[src/rtl/sync_fifo_pkg.sv]
// Shared constants and types for the parametrised synchronous FIFO.
package sync_fifo_pkg;

  localparam int DEF_DATA_W = 32;
  localparam int DEF_DEPTH  = 8;

  // Occupancy needs one extra bit so that a completely full FIFO (DEPTH) is representable.
  function automatic int cnt_w(input int depth);
    return $clog2(depth) + 1;
  endfunction

  typedef struct packed {
    logic full;
    logic empty;
    logic almost_full;
    logic almost_empty;
  } fifo_status_t;

endpackage

[src/rtl/fifo_mem_2p.sv]
// DEPTH x DATA_W storage: synchronous write port, registered read port.
module fifo_mem_2p #(
  parameter int DATA_W = 32,
  parameter int DEPTH  = 8,
  parameter int AW     = $clog2(DEPTH)
) (
  input  logic              clk,
  input  logic              rst,
  input  logic              we,
  input  logic [AW-1:0]     waddr,
  input  logic [DATA_W-1:0] wdata,
  input  logic              re,
  input  logic [AW-1:0]     raddr,
  output logic [DATA_W-1:0] rdata
);

  logic [DATA_W-1:0] mem [DEPTH];

  // Array is left unreset so it can map onto RAM.
  always_ff @(posedge clk) begin
    if (we) mem[waddr] <= wdata;
  end

  always_ff @(posedge clk) begin
    if (rst)     rdata <= '0;
    else if (re) rdata <= mem[raddr];
  end

endmodule

[src/rtl/sync_fifo_param.sv]
// Single-clock FIFO with independent read/write enables, registered read data,
// occupancy count, programmable almost-full/almost-empty and error pulses.
module sync_fifo_param
  import sync_fifo_pkg::*;
#(
  parameter int DATA_W   = DEF_DATA_W,
  parameter int DEPTH    = DEF_DEPTH,
  parameter int AF_LEVEL = DEPTH - 2,
  parameter int AE_LEVEL = 2
) (
  input  logic                      clk,
  input  logic                      rst,
  input  logic                      wr_en,
  input  logic [DATA_W-1:0]         wr_data,
  input  logic                      rd_en,
  output logic [DATA_W-1:0]         rd_data,
  output logic                      rd_valid,
  output logic                      full,
  output logic                      empty,
  output logic                      almost_full,
  output logic                      almost_empty,
  output logic [cnt_w(DEPTH)-1:0]   count,
  output logic                      overflow,
  output logic                      underflow
);

  localparam int AW = $clog2(DEPTH);
  localparam int CW = cnt_w(DEPTH);

  if ((DEPTH < 2) || ((DEPTH & (DEPTH - 1)) != 0)) begin : g_bad_depth
    $fatal(1, "sync_fifo_param: DEPTH must be a power of two >= 2");
  end
  if ((AF_LEVEL < 1) || (AF_LEVEL > DEPTH)) begin : g_bad_af
    $fatal(1, "sync_fifo_param: AF_LEVEL out of range 1..DEPTH");
  end
  if ((AE_LEVEL < 0) || (AE_LEVEL > DEPTH - 1)) begin : g_bad_ae
    $fatal(1, "sync_fifo_param: AE_LEVEL out of range 0..DEPTH-1");
  end

  logic [AW-1:0] wr_ptr, rd_ptr;
  logic          rd_acc, wr_acc;
  fifo_status_t  st;

  always_comb begin
    st              = '0;
    st.full         = (count == CW'(DEPTH));
    st.empty        = (count == '0);
    st.almost_full  = (count >= CW'(AF_LEVEL));
    st.almost_empty = (count <= CW'(AE_LEVEL));
  end

  assign full         = st.full;
  assign empty        = st.empty;
  assign almost_full  = st.almost_full;
  assign almost_empty = st.almost_empty;

  // A write into a full FIFO is legal when a read frees a slot in the same edge.
  assign rd_acc = rd_en && !st.empty;
  assign wr_acc = wr_en && (!st.full || rd_en);

  fifo_mem_2p #(
    .DATA_W (DATA_W),
    .DEPTH  (DEPTH),
    .AW     (AW)
  ) u_mem (
    .clk   (clk),
    .rst   (rst),
    .we    (wr_acc && !rst),
    .waddr (wr_ptr),
    .wdata (wr_data),
    .re    (rd_acc && !rst),
    .raddr (rd_ptr),
    .rdata (rd_data)
  );

  always_ff @(posedge clk) begin
    if (rst) begin
      wr_ptr    <= '0;
      rd_ptr    <= '0;
      count     <= '0;
      rd_valid  <= 1'b0;
      overflow  <= 1'b0;
      underflow <= 1'b0;
    end else begin
      if (wr_acc) wr_ptr <= wr_ptr + AW'(1);
      if (rd_acc) rd_ptr <= rd_ptr + AW'(1);
      case ({wr_acc, rd_acc})
        2'b10:   count <= count + CW'(1);
        2'b01:   count <= count - CW'(1);
        default: count <= count;
      endcase
      rd_valid  <= rd_acc;
      overflow  <= wr_en && !wr_acc;
      underflow <= rd_en && !rd_acc;
    end
  end

endmodule

[config.mk]
export PLATFORM = sky130hd
export DESIGN_NAME = sync_fifo_param
export DESIGN_NICKNAME = d
export VERILOG_FILES = /design/src/rtl/sync_fifo_pkg.sv /design/src/rtl/fifo_mem_2p.sv /design/src/rtl/sync_fifo_param.sv
export SDC_FILE = /design/constraint.sdc
export NUM_CORES = 1
export LEC_CHECK = 0
export CAP_MARGIN = 20
export CORE_ASPECT_RATIO = 1.4
export CORE_MARGIN = 2
export CORE_UTILIZATION = 30
export CTS_CLUSTER_DIAMETER = 150
export DETAILED_ROUTE_END_ITERATION = 8
export GPL_TIMING_DRIVEN = 0
export HOLD_SLACK_MARGIN = 0.06
export SETUP_SLACK_MARGIN = 0.2
export SYNTH_ARGS = -nofsm -noshare
export SYNTH_HDL_FRONTEND = slang
export SYNTH_SLANG_ARGS = --single-unit
export TNS_END_PERCENT = 5
[constraint.sdc]
create_clock -name clk -period 7.51 [get_ports clk]
set_input_delay 2.253 -clock clk [delete_from_list [all_inputs] [get_ports clk]]
set_output_delay 2.253 -clock clk [all_outputs]
set_load 0.005 [all_outputs]
Word level (Yosys, flattened, before mapping)

Memories as Yosys holds them, arrays and structs flattened. A register that Yosys moved wholly into a read port is not among the register bits.
Index checks and enable logic that the tools add are counted.

Magnitude comparators: 2
Mux-type cells: 3
Reductions and logical operators: 14
$add $sub $neg: 4
Eq/ne operators: 3

Operators with widths:

| cell                                                               | number |
|---|---|
| one-hot mux 4 bit (2 select lines)                                 | 1 |
| adder 3 x 1 -> 3 bit (second input constant)                       | 2 |
| logical AND 1 bit                                                  | 6 |
| zero test 1 bit                                                    | 5 |
| adder 4 x 1 -> 4 bit (second input constant)                       | 1 |
| == test 4 bit (second input constant)                              | 1 |
| greater-or-equal comparator 4 x 3 -> 1 bit (second input constant) | 1 |
| <= comparator 4 x 2 -> 1 bit (second input constant)               | 1 |
| zero test 4 bit                                                    | 1 |
| subtractor 4 x 1 -> 4 bit (second input constant)                  | 1 |
| == test 2 x 1 -> 1 bit (second input constant)                     | 1 |
| == test 2 bit (second input constant)                              | 1 |
| 2-to-1 mux 1 bit                                                   | 2 |
| nonzero test 2 bit                                                 | 1 |
| logical OR 1 bit                                                   | 1 |

Logic and storage cells: 33
Input bits: 36
Output and inout port bits: 43
Memories: 1
Register bits after elaboration: 13
Bits in writable memories: 256

Memories:

| memory    | words | bits a word | read ports | clocked after Yosys merged registers in | wr ports | RTL line          | RTL |
|---|---|---|---|---|---|---|---|
| u_mem.mem | 8     | 32          | 1          | 1                                       | 1        | fifo_mem_2p.sv:17 | `logic [DATA_W-1:0] mem [DEPTH];` |

Longest topological paths before layout

Gate-level depths: netlist of run 1.

Depth in word-level cells: 7
Depth in mapped cells: 10
Gate-level depth less buffers: 9

Modules after synthesis

A second synthesis of run 1 with hierarchy kept.

Cell total of the unflattened synthesis: 666
Area total of the unflattened synthesis: 11596.1 sq um

By module, submodules not included:

| module          | cells each | times used | area each (sq um) |
|---|---|---|---|
| fifo_mem_2p     | 598        | 1          | 10958.0 |
| sync_fifo_param | 68         | 1          | 638.1 |

Worst setup path before layout of run 1

OpenSTA, ideal clock, no wires.

Kind: input port to flip-flop
Start point: in rst
End point: mem u_mem.mem[0][0] (enable)
Path buffers: 1
Stages on the path: 3
Library setup time: 0.513 ns
Setup slack: 1.096 ns
Data arrival time: 5.901 ns
Required time: 6.997 ns
Cell sequence: clkbuf_1 -> nor2_1 -> nor4b_1

Word-level cells in the longest chain between the ends: 4

Ends and longest elaborated chain:

| item                                   | RTL line              | RTL |
|---|---|---|
| from (decl)                            | sync_fifo_param.sv:12 | `input logic rst,` |
| zero test 1 bit                        | sync_fifo_param.sv:68 | `.we (wr_acc && !rst),` |
| logical AND 1 bit                      | sync_fifo_param.sv:68 |  |
| 2-to-1 mux 1 bit                       | fifo_mem_2p.sv:21     | `if (we) mem[waddr] <= wdata;` |
| 2-to-1 mux 1 bit (not written as such) | fifo_mem_2p.sv:21     |  |
| to (decl)                              | fifo_mem_2p.sv:17     |  |

No other way between the ends.

Worst setup path in the final report of run 1

Start point: reg count[0]
End point: out full

Word-level cells in the longest chain between the ends: 1

Ends and longest elaborated chain:

| item                   | RTL line              | RTL |
|---|---|---|
| from (decl)            | sync_fifo_param.sv:22 | `output logic [cnt_w(DEPTH)-1:0] count,` |
| from (signal assigned) | sync_fifo_param.sv:88 | `2'b10: count <= count + CW'(1);` |
| from (signal assigned) | sync_fifo_param.sv:89 | `2'b01: count <= count - CW'(1);` |
| from (signal assigned) | sync_fifo_param.sv:90 | `default: count <= count;` |
| == test 4 bit          | sync_fifo_param.sv:46 | `st.full = (count == CW'(DEPTH));` |
| to (decl)              | sync_fifo_param.sv:18 | `output logic full,` |

No other way between the ends.

==> run_results.csv, run 1 <==
group,metric,value,unit
run_status,status,"finished, final reports clean",
timing,fin_crit,4.48,ns
global_routing,grt_max_degree,25,
die,die_area,38700,µm²
global_routing,busiest_layer,"met2",
die,die_w,167,µm
synthesis,synth_cell_types,34,
power,powerDensity,301,nW/µm²
final_layout,final_cells,1152,
place,routabilityCongestion,0.694,
die,pin_count,79,
worst_setup_path,slowest_delay,0.55,ns
worst_setup_path,crit_chain,"or4b_1 -> buf_2 -> inv_1 -> clkdlybuf4s50_1",
final_layout,nets,703,
global_routing,grt_pass1_vias,5966,
synthesis,synth_ff_type,"edfxtp_1",
timing,setup_tns,0,ns
route,wl,24500,µm
power,p_total,4.16,mW
global_routing,globalRouteMet2Util,22.6,%
route,routed-via-count,5549,
route,final_antenna_net_count,0,
worst_setup_path,crit_end,"full",
global_routing,grt_pass1_wl,37800,µm
synthesis,synth_nets,567,
die,die_y,232,µm
synthesis,synth_area_leaders,"edfxtp_1, mux4_2, dfxtp_1",
route,drtPass1Iterations,4,
final_layout,drive_above_1_share,23.8,%
synthesis,seq_area_frac_synth,77.1,%
clocking,cts-resized-gates,0,
timing,hold_ws,0.490,ns
clocking,cts_tree,"done",
worst_setup_path,worst_ep_required_time,5.26,ns
clocking,cts-root-buf,"clkbuf_16",
synthesis,synth_top_area_share,69.0,%
min_path,hold_path_class,"flop to flop",
route,drc,0,
synthesis,netlist_area,11100,µm²
timing,skew,0.0187,ns
timing,rsz0062_at_grt,"false",
flow_run,cap_violations,0,
worst_setup_path,worstSetupStartpoint,"count[0]",
worst_setup_path,critPathMaxFanout,8,
place,placed_cells,1096,
worst_setup_path,cp-start-kind,"flop",
synthesis,ys_async_sr_fraction,0,%
synthesis,syn_avg_cell_area,21.2,µm²
place,dpl.hpwl,16100,µm
clocking,clk_pin_slew,0.06,ns
global_routing,grt_usage,12.9,%
clocking,postCtsHoldBufs,0,
worst_setup_path,regToRegStartpoint,"count[0]",
clocking,cts-htree-levels,1,
route,wl_per_cell,21.3,µm
timing,slew_viol_final,0,
worst_setup_path,reg2reg_depth,9,
worst_setup_path,rrSetupSlack,4.59,ns
worst_setup_path,endpoint_kind,"output pin",
clocking,post_cts.repair.setup_buffers,0,
die,initial_core_util,30.4,%
die,rows,83,
timing,tightest_slew,0.886,ns
worst_setup_path,slowest_stage,"or4b_1",
synthesis,synth_seq_cells,301,
synthesis,synth_edf_count,256,
clocking,clockBufferDepth,3,
global_routing,grt-ovfl-total,0,
global_routing,grt.met1_usage,16.4,%
worst_setup_path,critPathKind,"flop to output pin",
final_layout,multiInputGateArea,2440,µm²
timing,slew_headroom,40.5,%
route,drtIter0Drc,368,
clocking,cts_buffers,30,
worst_setup_path,cp.arrival,2.22,ns
route,via_per_inst,4.82,
power,peakVddDrop,0.167,mV
synthesis,synth_area_leader_cell,"edfxtp_1",
synthesis,synth_warnings,0,
final_layout,fillers,3320,
clocking,cts_sinks,301,
power,p_leak,4.52,nW
clocking,clk_latency,0.56,ns
timing,setup_viol,0,
final_layout,seq_area,8590,µm²
min_path,min_path_cells,1,
die,core_area,36700,µm²
synthesis,synth_cells,525,
final_layout,syn2layout_area_growth,24.0,%
global_routing,met3_usage,2.73,%
timing,fmax,223,MHz
timing,final.period_utilization,59.6,%
timing,final_hold_viol_count,0,
global_routing,antenna_found_initial,1,
place,port_buffers,77,
worst_setup_path,r2r-end,"count[3]",
==> cells by family after synthesis <==
kind of cell,Yosys count,synth area share (%)
buffers and inverters,34,1.44
multiplexers,66,13.1
flip-flops,301,77.1
AND/OR/NAND/NOR,68,3.47
adder cells (fa/ha/maj),6,0.741
XOR/XNOR,6,0.472
AO/OA/AOI/OAI,44,3.68
==> synth_stat cells, drive strengths merged, types with 3 or more instances <==
master / instances
xor2: 5
edfxtp: 256
inv: 4
and3: 33
dfxtp: 45
nor2: 18
mux4: 64
a21oi: 5
nor3: 4
a221o: 32
ha: 5
clkbuf: 16
nand2: 3
buf: 14
==> worst min-delay path by stage <==
stage	from	to
after floorplan	u_mem.rdata[0]	u_mem.rdata[0]
after global placement	u_mem.rdata[7]	u_mem.rdata[7]
after detailed placement	u_mem.rdata[11]	u_mem.rdata[11]
after CTS	u_mem.rdata[10]	u_mem.rdata[10]
after global routing	u_mem.rdata[10]	u_mem.rdata[10]
final	u_mem.rdata[25]	u_mem.rdata[25]
==> registers in the layout (all words and copies together), names as in the netlist <==
register     cells
u_mem.mem      256
wr_ptr           3
overflow         1
underflow        1
rd_valid         1
u_mem.rdata     32
count            4
rd_ptr           3
==> power breakdown <==
| part | total (mW) | internal [mW] | leakage (nW) | switching, mW |
|---|---|---|---|---|
| clock network | 1.47 | 0.851 | 0.475 | 0.619 |
| logic | 0.707 | 0.383 | 1.36 | 0.324 |
| registers | 1.98 | 1.91 | 2.68 | 0.0668 |
| total | 4.16 | 3.15 | 4.52 | 1.01 |
==> metrics by stage <==
stage | util (%) | instance area, µm² | worst slack [ns]
global placement | 34.1 | 12500 | -3.63
floorplan | - | 11100 | 1.10
CTS | 37.7 | 13800 | 3.00
finish | 37.7 | 13800 | 3.03
detailed placement | 35.0 | 12800 | 2.69
global route | 37.7 | 13800 | 2.92
==> layout by cell type (no fill, tap or decap), types with 2 or more instances in the layout <==
| cell | n |
|---|---|
| nand2_1 | 3 |
| and3_1 | 33 |
| clkbuf_16 | 30 |
| nor3_2 | 3 |
| mux4_2 | 64 |
| xor2_1 | 5 |
| a21oi_1 | 5 |
| nor2_1 | 15 |
| a221o_1 | 32 |
| nor4_2 | 2 |
| bufinv_16 | 3 |
| clkdlybuf4s50_1 | 77 |
| clkinv_2 | 8 |
| ha_1 | 5 |
| buf_2 | 11 |
| buf_4 | 13 |
| o211ai_1 | 2 |
| clkinvlp_4 | 3 |
| inv_1 | 4 |
| buf_6 | 13 |
| clkbuf_1 | 22 |
| edfxtp_1 | 256 |
| buf_12 | 3 |
| dfxtp_1 | 45 |
| mux2i_1 | 2 |
| nor2_4 | 3 |
==> layout make-up <==
class,instances,share of cell area [%]
flip-flops and latches,301,62.2
multi-input cells,190,17.7
repair buffers,104,7.67
clock buffers,37,5.70
well taps,467,4.23
clock inverters,18,1.38
plain buffers,30,1.05
inverters,4,0.109
diodes,1,0.0181
==> worst max-delay path: cells and delay by family, from the launching register on <==
kind	cells	cell delay, ns
buf+inv	3	0.73
simple gates	1	0.55
flops	1	0.41
==> metal layers <==
| metal | routed length [µm] | part of all wire [%] |
|---|---|---|
| met1 | 10100 | 41 |
| met4 | 373 | 1.5 |
| met3 | 1270 | 5.2 |
| met5 | 0 | 0 |
| met2 | 12800 | 52 |
Note: power is estimated with default switching activity, not from simulation.
==> run 2, diff against run 1 <==
clock period = 4.45 ns   (was 7.51 ns; I/O delays follow)
==> run_results.csv, run 2 (synthesis results as in run 1) <==
group,metric,value,unit
run_status,status,"finished, final reports clean",
final_layout,final_cells,1145,
final_layout,largestRegisters,"u_mem.mem: 256 flops, u_mem.rdata: 32 flops, count: 4 flops",
route,via_per_inst,4.86,
clocking,cts_tree,"done",
clocking,cts-resized-gates,0,
die,rows,83,
route,drtIter0Drc,347,
final_layout,diodes,0,
final_layout,post-route-util,37.7,%
die,die_area,38700,µm²
power,p_total,6.98,mW
route,wl_per_cell,21.7,µm
clocking,clk_pin_slew,0.06,ns
worst_setup_path,worst_ep_required_time,4.71,ns
flow_run,cap_violations,0,
clocking,cts-htree-levels,1,
timing,skew,0.0166,ns
timing,rsz0062_at_grt,"false",
worst_setup_path,critPathKind,"input port to flop",
route,wl,24800,µm
worst_setup_path,critPathMaxFanout,7,
timing,hold_ws,0.485,ns
power,power_switching,1.70,mW
power,internal_power,5.28,mW
timing,setup_viol,0,
timing,fmax,272,MHz
final_layout,drive_above_1_share,23.3,%
global_routing,grt_usage,13.0,%
die,die_w,167,µm
place,placed_cells,1093,
clocking,clockBufferDepth,3,
power,p_comb_share,17.0,%
final_layout,fillers,3281,
place,pre_cts_slack,0.123,ns
worst_setup_path,reg2reg_depth,9,
min_path,min_path_cells,1,
worst_setup_path,worstSetupStartpoint,"rd_en",
timing,slew_viol_final,0,
global_routing,grt-ovfl-total,0,
worst_setup_path,endpoint_kind,"flop",
die,die_y,232,µm
worst_setup_path,slowest_stage,"clkdlybuf4s50_1",
final_layout,final_cell_mix,"edfxtp_1, clkdlybuf4s50_1, mux4_2",
worst_setup_path,crit_chain,"clkdlybuf4s50_1 -> o211ai_1 -> nor4_2 -> buf_4 -> buf_6 -> buf_4 -> buf_6 -> buf_4",
worst_setup_path,cpMostUsedCell,"buf_4",
power,powerDensity,505,nW/µm²
route,drtPass1Iterations,4,
die,pin_count,79,
power,power_frac_seq,48.0,%
die,core_area,36700,µm²
power,netSwitchingFraction,24.3,%
global_routing,antenna_found_initial,2,
worst_setup_path,slowest_delay,0.67,ns
route,drc,0,
power,peakVddDrop,0.290,mV
timing,tightest_slew,0.805,ns
final_layout,largest_reg_flops,256,
min_path,hold_path_class,"flop to flop",
global_routing,grt_pass1_wl,37400,µm
clocking,cts-root-buf,"clkbuf_16",
timing,fin_crit,3.68,ns
worst_setup_path,cp.arrival,3.94,ns
power,p_leak,4.50,nW
timing,slew_headroom,46.1,%
global_routing,grt_pass1_vias,5898,
timing,setup_tns,0,ns
die,initial_core_util,30.4,%
timing,final_hold_viol_count,0,
clocking,post_cts.repair.setup_buffers,0,
place,port_buffers,77,
place,dpl.hpwl,16300,µm
route,routed-via-count,5564,
final_layout,nets,698,
final_layout,top_register,"u_mem.mem",
place,routabilityCongestion,0.703,
route,final_antenna_net_count,0,
clocking,cts_sinks,301,
place,dpl-instance-area,12900,µm²
worst_setup_path,regToRegStartpoint,"count[0]",
final_layout,final_common_cell,"edfxtp_1",
clocking,clk_latency,0.56,ns
power,clkPwrFrac,35.0,%
global_routing,grt_max_degree,23,
clocking,cts_buffers,28,
timing,setup_slack,0.773,ns
final_layout,design_area,13800,µm²
worst_setup_path,cp-start-kind,"input port",
min_path,hp-start,"u_mem.rdata[31]",
clocking,postCtsHoldBufs,0,
timing,final.period_utilization,82.6,%
final_layout,syn2layout_area_growth,23.9,%
## run 2: cell count changes in the layout (fill, tap and decap cells not counted), moves of 2 or more
cell | before | now
buf_4 | 13 | 5
clkinv_2 | 8 | 5
clkbuf_8 | 1 | 4
clkbuf_1 | 22 | 20
buf_8 | 1 | 5
clkbuf_16 | 30 | 28
## run 2: layout make-up
class                   count  area [µm²]  share of cell area, %
inverters                   4        15.0                  0.109
well taps                 467         584                   4.23
flip-flops and latches    301        8590                   62.2
repair buffers            101        1070                   7.76
plain buffers              30         145                   1.05
clock buffers              36         771                   5.58
multi-input cells         190        2450                   17.8
clock inverters            16         181                   1.31
## run 2: worst paths after layout
check | to | slack (ns)
worst max-delay path | u_mem.mem[4][2] | 0.77
worst min-delay path | u_mem.rdata[31] | 0.49
worst max register to register | u_mem.mem[4][2] | 1.40
worst min register to register | u_mem.rdata[31] | 0.49
## run 2: power by group through the flow
stage / Clock, mW / Sequential, mW / Combinational (mW)
after global routing: 2.60 / 3.37 / 1.30
final: 2.44 / 3.35 / 1.19
after floorplan: 0 / 3.38 / 0.649
after detailed placement: 0 / 3.41 / 1.22
after CTS: 2.50 / 3.35 / 1.22
after global placement: 0 / 3.41 / 1.18
## run 2: worst max-delay path, delay by kind of cell
kind / cells / cell delay (ns)
buffers and inverters: 6 / 1.63
and+or+nand+nor: 1 / 0.59
AOI/OAI and AO/OA: 1 / 0.38
## run 2: routing by layer
metal	GRT usage [%]	wire length, µm	part of all wire [%]	vias up
met2	22.6	12700	51	149
met1	16.0	10100	41	2912
met4	4.07	472	1.9	4
met5	0	25	0.10	-
met3	3.00	1470	5.9	34
li1	-	-	-	2465
==> run 3, diff against run 2 <==
clock period = 3.74 ns   (was 4.45 ns; I/O delays follow)
==> run_results.csv, run 3 (synthesis results as in run 1) <==
group,metric,value,unit
run_status,status,"finished, final reports clean",
timing,final.period_utilization,89.5,%
timing,final_hold_viol_count,0,
route,wl,24200,µm
die,pin_count,79,
timing,slew_viol_final,0,
min_path,hp-start,"u_mem.rdata[28]",
die,initial_core_util,30.4,%
timing,rsz0062_at_grt,"false",
timing,fin_crit,3.35,ns
clocking,clockBufferDepth,3,
place,pre_cts_slack,0.0508,ns
worst_setup_path,cp-start-kind,"flop",
clocking,cts-htree-levels,1,
final_layout,fillers,3347,
clocking,clk_latency,0.55,ns
final_layout,post-route-util,37.4,%
global_routing,grt-ovfl-total,0,
die,die_area,38700,µm²
die,die_y,232,µm
place,port_buffers,77,
worst_setup_path,reg2reg_depth,9,
clocking,clk_pin_slew,0.06,ns
min_path,hold_end,"u_mem.rdata[28]",
timing,fmax,299,MHz
worst_setup_path,regToRegStartpoint,"count[3]",
route,drtIter0Drc,401,
final_layout,seq_area,8590,µm²
min_path,hold_path_class,"flop to flop",
worst_setup_path,rrSetupSlack,0.78,ns
global_routing,grt_usage,12.5,%
clocking,postCtsHoldBufs,0,
route,wl_per_cell,21.2,µm
timing,tightest_slew,0.912,ns
place,dpl.hpwl,15900,µm
final_layout,largest_reg_flops,256,
worst_setup_path,cp.arrival,2.23,ns
clocking,cts_tree,"done",
route,final_antenna_net_count,0,
final_layout,nets,693,
global_routing,grt_max_degree,27,
place,routabilityCongestion,0.692,
final_layout,final_cells,1140,
die,die_w,167,µm
clocking,cts_buffers,28,
flow_run,cap_violations,0,
power,peakVddDrop,0.257,mV
worst_setup_path,critPathKind,"flop to output pin",
timing,setup_viol,0,
clocking,cts_sinks,301,
final_layout,top_register,"u_mem.mem",
final_layout,syn2layout_area_growth,23.0,%
worst_setup_path,worst_ep_required_time,2.62,ns
timing,setup_slack,0.392,ns
place,placed_cells,1088,
clocking,post_cts.repair.setup_buffers,0,
worst_setup_path,endpoint_kind,"output pin",
route,routed-via-count,5476,
route,drc,0,
min_path,min_path_cells,1,
die,rows,83,
worst_setup_path,r2r-end,"count[3]",
global_routing,antenna_found_initial,2,
final_layout,drive_above_1_share,22.2,%
global_routing,grt_pass1_wl,36500,µm
power,p_leak,4.45,nW
clocking,cts-resized-gates,0,
timing,skew,0.0141,ns
timing,slew_headroom,38.9,%
final_layout,multiInputGateArea,2470,µm²
clocking,cts-root-buf,"clkbuf_16",
global_routing,grt_pass1_vias,5885,
final_layout,final_cell_mix,"edfxtp_1, clkdlybuf4s50_1, mux4_2",
worst_setup_path,critPathMaxFanout,8,
power,powerDensity,591,nW/µm²
die,core_area,36700,µm²
route,drtPass1Iterations,4,
route,via_per_inst,4.80,
final_layout,final_common_cell,"edfxtp_1",
final_layout,largestRegisters,"u_mem.mem: 256 flops, u_mem.rdata: 32 flops, count: 4 flops",
## run 3: cell count changes in the layout (fill, tap and decap cells not counted), sizes merged
cell / change
diode: +1
buf: -5
bufinv: -2
inv: -1
clkbuf: +2
clkinv: +3
clkinvlp: -3
## run 3: metal layers
metal | up-vias | share of wire (%) | GRT usage (%)
met5 | - | 0.045 | 0
met4 | 2 | 1.4 | 2.86
met3 | 31 | 5.5 | 2.83
met2 | 115 | 53 | 22.5
met1 | 2864 | 40 | 15.2
li1 | 2464 | - | -
## run 3: layout make-up
class / count / share of cell area [%]
sequential: 301 / 62.7
multi-input combinational: 190 / 18.0
timing repair buffer: 96 / 7.49
clock buffer: 38 / 5.76
tap: 467 / 4.26
buffer: 30 / 1.06
clock inverter: 13 / 0.630
inverter: 4 / 0.110
antenna: 1 / 0.0183
## run 3: worst max-delay path by stage
stage	startpoint	slack, ns	cells past startpoint	end
floorplan	rst	-0.40	4	u_mem.mem[2][0]
global placement	rd_en	-3.47	3	u_mem.mem[2][9]
detailed placement	rd_en	0.05	5	u_mem.mem[4][4]
CTS	count[0]	0.34	4	full
global route	count[3]	0.29	4	full
finish	count[3]	0.39	4	full
## run 3: critical path, cell delays in order (launching register included)
cell and delay (ns):
dfxtp_1 0.49, or4b_1 0.47, buf_2 0.18, inv_1 0.06, clkdlybuf4s50_1 0.48
## run 3: report_power, final
part	internal [mW]	switching, mW	leakage, nW
clock network	1.54	1.17	0.440
logic	0.768	0.642	1.33
registers	3.84	0.142	2.68
total	6.15	1.96	4.45
## run 3: metrics by stage
stage	hold slack, ns	TNS, ns	total power [mW]	cell area (µm²)
finish	0.486	0	8.10	13700
floorplan	0.482	-25.08	4.80	11200
global placement	0.468	-556.74	5.46	12500
CTS	0.488	0	8.24	13700
global route	0.500	0	8.47	13700
detailed placement	0.473	0	5.51	12800
